**src/rtl/ps2_pkg.sv**
```systemverilog
// Shared types and constants for the PS/2 transmit scheduler.
package ps2_pkg;

    typedef enum logic [2:0] {
        IDLE,
        SEND,
        WAIT_BUSY,
        WAIT_DONE,
        GAP,
        HOLD
    } sched_state_t;

    localparam logic [7:0]  BREAK_PREFIX = 8'hF0;
    localparam logic [7:0]  EXT_PREFIX   = 8'hE0;

    localparam int unsigned CLK_HZ  = 50_000_000;
    localparam int unsigned GAP_1MS = CLK_HZ / 1000;

endpackage

```
**src/rtl/rr_arbiter.sv**
```systemverilog
// Combinational round-robin pick: first requester at or after i_ptr wins.
module rr_arbiter #(
    parameter int unsigned N     = 2,
    parameter int unsigned IDX_W = 1
) (
    input  logic [N-1:0]     i_req,
    input  logic [IDX_W-1:0] i_ptr,
    output logic [N-1:0]     o_grant,
    output logic [IDX_W-1:0] o_idx,
    output logic             o_valid
);

    logic [N-1:0] w_mask;

    // Index of the k-th candidate after the pointer, wrapped into 0..N-1.
    function automatic int unsigned wrap_add(input logic [IDX_W-1:0] p, input int unsigned k);
        int unsigned s;
        s = 32'(p) + k;
        return (s >= N) ? (s - N) : s;
    endfunction

    // Scan candidates in priority order and keep the first active one.
    always_comb begin
        o_grant = '0;
        o_idx   = '0;
        o_valid = 1'b0;
        w_mask  = '0;
        for (int unsigned k = 0; k < N; k++) begin
            w_mask = N'(1) << wrap_add(i_ptr, k);
            if (!o_valid && (|(i_req & w_mask))) begin
                o_valid = 1'b1;
                o_grant = w_mask;
                o_idx   = IDX_W'(wrap_add(i_ptr, k));
            end
        end
    end

endmodule

```
**src/rtl/ps2_tx_sched.sv**
```systemverilog
// Shares one PS/2 transmitter between N_REQ byte sources, keeping packets
// atomic, spacing frames by a gap and guarding every wait with a watchdog.
module ps2_tx_sched
    import ps2_pkg::*;
#(
    parameter int unsigned N_REQ          = 2,
    parameter int unsigned GAP_CYCLES     = GAP_1MS,
    parameter int unsigned TIMEOUT_CYCLES = 2_500_000
) (
    input  logic               clk,
    input  logic               rst_n,
    input  logic [N_REQ-1:0]   req_valid,
    input  logic [8*N_REQ-1:0] req_data,
    input  logic [N_REQ-1:0]   req_last,
    output logic [N_REQ-1:0]   req_ready,
    output logic [7:0]         tx_data,
    output logic               tx_send,
    input  logic               tx_busy,
    output logic [N_REQ-1:0]   grant,
    output logic               active,
    output logic               timeout_err
);

    localparam int unsigned IDX_W = (N_REQ > 1) ? $clog2(N_REQ) : 1;
    localparam int unsigned WD_W  = $clog2(TIMEOUT_CYCLES + 1);
    localparam int unsigned GP_W  = $clog2(GAP_CYCLES + 1);

    sched_state_t     r_state;
    logic [IDX_W-1:0] r_rr_ptr;
    logic [IDX_W-1:0] r_owner;
    logic             r_lock_end;
    logic [WD_W-1:0]  r_wd;
    logic [GP_W-1:0]  r_gap;
    logic [7:0]       r_tx_data;
    logic             r_tx_send;
    logic [N_REQ-1:0] r_grant;
    logic             r_active;
    logic             r_timeout_err;

    logic [N_REQ-1:0] w_pick_grant;
    logic [IDX_W-1:0] w_pick_idx;
    logic             w_pick_valid;
    logic [IDX_W-1:0] w_sel_idx;
    logic [7:0]       w_sel_data;
    logic             w_sel_last;
    logic             w_accept;
    logic [IDX_W-1:0] w_next_ptr;
    logic             w_wd_exp;
    logic [WD_W-1:0]  w_wd_inc;

    rr_arbiter #(
        .N     (N_REQ),
        .IDX_W (IDX_W)
    ) u_arb (
        .i_req   (req_valid),
        .i_ptr   (r_rr_ptr),
        .o_grant (w_pick_grant),
        .o_idx   (w_pick_idx),
        .o_valid (w_pick_valid)
    );

    // Ready goes to the arbiter pick in IDLE, the packet owner in HOLD, nobody otherwise.
    always_comb begin
        req_ready = '0;
        if (rst_n) begin
            if (r_state == IDLE && w_pick_valid) begin
                req_ready = w_pick_grant;
            end else if (r_state == HOLD) begin
                req_ready = r_grant;
            end
        end
    end

    // Byte/last mux for whichever requester is currently allowed to hand over.
    always_comb begin
        w_sel_data = '0;
        w_sel_last = 1'b0;
        for (int i = 0; i < N_REQ; i++) begin
            if (w_sel_idx == IDX_W'(i)) begin
                w_sel_data = req_data[8*i +: 8];
                w_sel_last = req_last[i];
            end
        end
    end

    assign w_sel_idx  = (r_state == HOLD) ? r_owner : w_pick_idx;
    assign w_accept   = |(req_valid & req_ready);
    assign w_next_ptr = (r_owner == IDX_W'(N_REQ - 1)) ? '0 : r_owner + IDX_W'(1);
    assign w_wd_exp   = (r_wd >= WD_W'(TIMEOUT_CYCLES - 1));
    assign w_wd_inc   = (r_wd == WD_W'(TIMEOUT_CYCLES)) ? r_wd : r_wd + WD_W'(1);

    // Scheduler FSM; the watchdog measures from the send pulse or from entry to a wait/HOLD.
    always_ff @(posedge clk or negedge rst_n) begin
        if (!rst_n) begin
            r_state       <= IDLE;
            r_rr_ptr      <= '0;
            r_owner       <= '0;
            r_lock_end    <= 1'b0;
            r_wd          <= '0;
            r_gap         <= '0;
            r_tx_data     <= '0;
            r_tx_send     <= 1'b0;
            r_grant       <= '0;
            r_active      <= 1'b0;
            r_timeout_err <= 1'b0;
        end else begin
            r_tx_send     <= 1'b0;
            r_timeout_err <= 1'b0;
            case (r_state)
                IDLE: begin
                    if (w_accept) begin
                        r_tx_data  <= w_sel_data;
                        r_lock_end <= w_sel_last;
                        r_grant    <= w_pick_grant;
                        r_owner    <= w_pick_idx;
                        r_tx_send  <= 1'b1;
                        r_active   <= 1'b1;
                        r_wd       <= '0;
                        r_state    <= SEND;
                    end
                end
                SEND: begin
                    r_wd    <= w_wd_inc;
                    r_state <= WAIT_BUSY;
                end
                WAIT_BUSY: begin
                    if (tx_busy) begin
                        r_wd    <= '0;
                        r_state <= WAIT_DONE;
                    end else if (w_wd_exp) begin
                        r_timeout_err <= 1'b1;
                        r_lock_end    <= 1'b1;
                        r_gap         <= GP_W'(1);
                        r_state       <= GAP;
                    end else begin
                        r_wd <= w_wd_inc;
                    end
                end
                WAIT_DONE: begin
                    if (!tx_busy) begin
                        r_gap   <= GP_W'(1);
                        r_state <= GAP;
                    end else if (w_wd_exp) begin
                        r_timeout_err <= 1'b1;
                        r_lock_end    <= 1'b1;
                        r_gap         <= GP_W'(1);
                        r_state       <= GAP;
                    end else begin
                        r_wd <= w_wd_inc;
                    end
                end
                GAP: begin
                    // The cycle that saw the frame end counts as the first gap clock.
                    if (r_gap >= GP_W'(GAP_CYCLES - 1)) begin
                        if (r_lock_end) begin
                            r_grant  <= '0;
                            r_active <= 1'b0;
                            r_rr_ptr <= w_next_ptr;
                            r_state  <= IDLE;
                        end else begin
                            r_wd    <= '0;
                            r_state <= HOLD;
                        end
                    end else begin
                        r_gap <= r_gap + GP_W'(1);
                    end
                end
                HOLD: begin
                    if (w_accept) begin
                        r_tx_data  <= w_sel_data;
                        r_lock_end <= w_sel_last;
                        r_tx_send  <= 1'b1;
                        r_wd       <= '0;
                        r_state    <= SEND;
                    end else if (w_wd_exp) begin
                        r_timeout_err <= 1'b1;
                        r_grant       <= '0;
                        r_active      <= 1'b0;
                        r_rr_ptr      <= w_next_ptr;
                        r_state       <= IDLE;
                    end else begin
                        r_wd <= w_wd_inc;
                    end
                end
                default: r_state <= IDLE;
            endcase
        end
    end

    assign tx_data     = r_tx_data;
    assign tx_send     = r_tx_send;
    assign grant       = r_grant;
    assign active      = r_active;
    assign timeout_err = r_timeout_err;

endmodule

```
**config.mk**
```make
export PLATFORM = sky130hd
export DESIGN_NAME = ps2_tx_sched
export DESIGN_NICKNAME = d
export VERILOG_FILES = /design/src/rtl/ps2_pkg.sv /design/src/rtl/rr_arbiter.sv /design/src/rtl/ps2_tx_sched.sv
export SDC_FILE = /design/constraint.sdc
export NUM_CORES = 1
export LEC_CHECK = 0
export CELL_PAD_IN_SITES_DETAIL_PLACEMENT = 0
export CELL_PAD_IN_SITES_GLOBAL_PLACEMENT = 2
export CORE_MARGIN = 2
export CORE_UTILIZATION = 30
export CTS_BUF_LIST = sky130_fd_sc_hd__clkbuf_4 sky130_fd_sc_hd__clkbuf_8
export CTS_CLUSTER_DIAMETER = 150
export DETAILED_ROUTE_END_ITERATION = 10
export PLACE_DENSITY_LB_ADDON = 0.1
export SYNTH_ARGS = -nofsm -noshare
export SYNTH_HDL_FRONTEND = slang
export SYNTH_SLANG_ARGS = --single-unit
```
**constraint.sdc**
```tcl
create_clock -name clk -period 3.4 [get_ports clk]
set_input_delay 0.68 -clock clk [delete_from_list [all_inputs] [get_ports clk]]
set_output_delay 0.68 -clock clk [all_outputs]
set_load 0.05 [all_outputs]
```
==> metrics.md <==
| Metric | Value |
|---|---|
| Unrepaired setup endpoints after global routing | false |
| Reg-to-Reg Start | r_state[2] |
| Root Driver | clkbuf_8 |
| R2R cell count | 8 |
| Worst min-delay path category | input port to asynchronous set/reset pin |
| Largest family of logic cells by synthesized area | simple AND/OR/NAND/NOR gates |
| Slowest-stage cell, CP | clkdlybuf4s50_1 |
| Crit path DAT | 2170 ps |
| Cts hold-fix bufs | 0 |
| Fin crit share | 0.838 |
| Startpoint types | input port |
| CTS HTree Levels | 3 |
| Rows | 39 |
| Nets | 472 |
| Hold Vio Cnt, Final | 0 |
| GRT Util Overall | 0.168 |
| Warnings from Yosys | 0 |
| Post-synthesis register bit count | 57 |
| Critical path type | input port to primary output |
| CP Max Fanout | 4 |
| Vias in the first global route | 3169 |
| TritonCTS Buffers | 9 |
| TNS Setup | 0 ps |
| Fin util | 0.368 |
| Core box area | 11400 um2 |
| Fill cells | 1207 |
| Most common cell after layout, fill and taps aside | nand2_1 |
| First-pass detailed-route iteration total | 4 |
| Drt initial violations | 215 |
| Levels on crit path | 6 |
| Top cell by count, worst path | inv_1 |
| Peak supply drop | 0.312 mV |
| CTS tree | done |
| Die Footprint | 12600 um2 |
| Async S/R FF share, synth | 1.00 |
| Syn avg cell area | 8.64 um2 |
| Initial core utilization | 0.307 |
| Die width | 112 um |
| Max clock buf depth | 2 |
| CP max stage delay | 520 ps |
| Worst Setup End Kind | primary output |
| Post-synth top flop | dfrtp_1 |
| CP Cell Sequence | clkdlybuf4s50_1 > inv_1 > o21ai_0 > inv_1 > a21oi_1 > buf_12 |
| Post-CTS setup buffer count | 0 |
| Slew @ Worst Pin | 563 ps |
| Rel. slew slack | 0.622 |
| Min cycle time layout | 2850 ps |
| Leakage | 1.78 nW |
| Post-synthesis compound-gate area fraction | 0.237 |
| Initial antenna violation count | 0 |
| Avg WL per Cell | 16.6 um |
| Post-CTS resize count | 0 |
| Register area share after synthesis | 0.407 |
| PwrDens | 807 nW/um2 |
| Synth Net Count | 432 |
| Vias post-DR | 3185 |
| Final setup violation count | 0 |
| Number of max-cap violations | 0 |
| Layout Skew | 10.8 ps |
| Gr ovfl total | 0 |
| Critical path data required time | 2720 ps |
| Crit path buffers/inverters | 4 |
| Slew Limit Fails | 0 |
| Area of the mapped netlist | 3510 um2 |
| Clock-pin slew on the worst setup and hold paths | 70 ps |
| Final GP Congestion | 0.764 |
| Mux share of post-synthesis cell area | 0.0350 |
| Clk_lat worst skew | 360 ps |
| First-pass GRT wire length | 16700 um |
| CTS Sinks | 57 |
| RR Endpoint | r_wd[2] |
| Remaining DRCs | 0 |
| Largest net degree at the start of global routing | 36 |
| Area Overhead vs Synth | 19.8% |
| Antenna cells | 0 |
| Adder-cell share of the synthesized area | 0.0107 |
| Simple-gate share of the synthesized area | 0.255 |
| Routed vias/inst | 5.38 |
| Status | complete, no violations |
| Ports | 38 |
| Reg2Reg Setup Slack | 740 ps |
| Most frequent cells in the layout | nand2_1 (59), dfrtp_1 (57), clkdlybuf4s50_1 (34), nor2_1 (33), a21oi_1 (30) |
| Post-synth EDFFs | 0 |
| Layout cells sized above 1 | 0.109 |
| Post-synthesis xor/xnor area fraction | 0.00749 |
| Max Clock Freq | 351 MHz |
| Die Y | 112 um |
| Routed Wire Length | 9850 um |
| DPL Wire Length | 6960 um |
| Distinct cells, synth | 69 |
| IO Port Bufs | 37 |
| Antenna viol nets, final | 0 |
| Post-Syn Instances | 406 |
| CP delay by family, top | buffers and inverters |
## how the worst max path moves through the flow
| stage | startpoint | to | slack [ps] |
|---|---|---|---|
| detailed placement | req_valid[1] | r_wd[2] | 450 |
| finish | req_valid[0] | req_ready[0] | 550 |
| floorplan | r_state[2] | req_ready[1] | 640 |
| CTS | req_valid[0] | req_ready[0] | 540 |
| global placement | req_valid[0] | req_ready[0] | 530 |
| global route | req_valid[0] | req_ready[0] | 400 |
## power by group
group / total [mW] / internal (mW) / switching [mW]
clock network: 0.596 / 0.321 / 0.275
registers: 1.13 / 0.868 / 0.260
logic: 1.67 / 0.610 / 1.06
## synthesized netlist by cell type (7+ instances only)
cell / number / area [um2]
o21ai_1: 13 / 65.1
nor2_1: 33 / 124
and3_1: 9 / 56.3
inv_1: 13 / 48.8
a31oi_1: 8 / 50.1
nand3_1: 21 / 105
a41oi_1: 7 / 61.3
o21ai_0: 28 / 140
nand4_1: 7 / 43.8
dfrtp_1: 57 / 1430
nand2_1: 59 / 221
nor3_1: 8 / 40.0
a21oi_1: 30 / 150
clkbuf_1: 8 / 30.0
mux2i_1: 10 / 100
## stage by stage
step                      power (mW)  hold slack [ps]  setup slack (ps)  area, um2  instances
final                           3.39              355               552       4200        592
after global routing            3.67              385               404       4200        592
after CTS                       3.42              349               539       4200        592
after detailed placement        2.81              474               450       4030        578
after global placement          2.80              463               530       4030        578
after floorplan                 2.33              384               637       3510        406
## flip-flops by register name, indices dropped and copies added (netlist names)
register     count
active           1
grant            2
r_gap           16
r_lock_end       1
r_owner          1
r_rr_ptr         1
r_state          3
r_wd            22
timeout_err      1
tx_data          8
tx_send          1
## metal layers
| metal | GRT usage | vias up | routed length (um) |
|---|---|---|---|
| met5 | 0 | - | 0 |
| met4 | 0.0650 | 0 | 111 |
| met3 | 0.0443 | 8 | 440 |
| met2 | 0.241 | 71 | 4370 |
| met1 | 0.240 | 1534 | 4930 |
| li1 | - | 1572 | - |
## cells by family after synthesis
| group | Yosys count |
|---|---|
| xor+xnor | 3 |
| buf+inv | 33 |
| flops | 57 |
| compound gates | 124 |
| simple gates | 175 |
| fa+ha+maj | 3 |
| mux | 11 |
## cell type report
cell class	count	area, um2	share of cell area
timing repair buffer	48	455	0.108
tap	143	179	0.0426
sequential	57	1430	0.340
inverter	14	55.1	0.0131
multi-input combinational	316	1910	0.455
clock buffer	14	174	0.0414
Note: power is estimated with default switching activity, not from simulation.
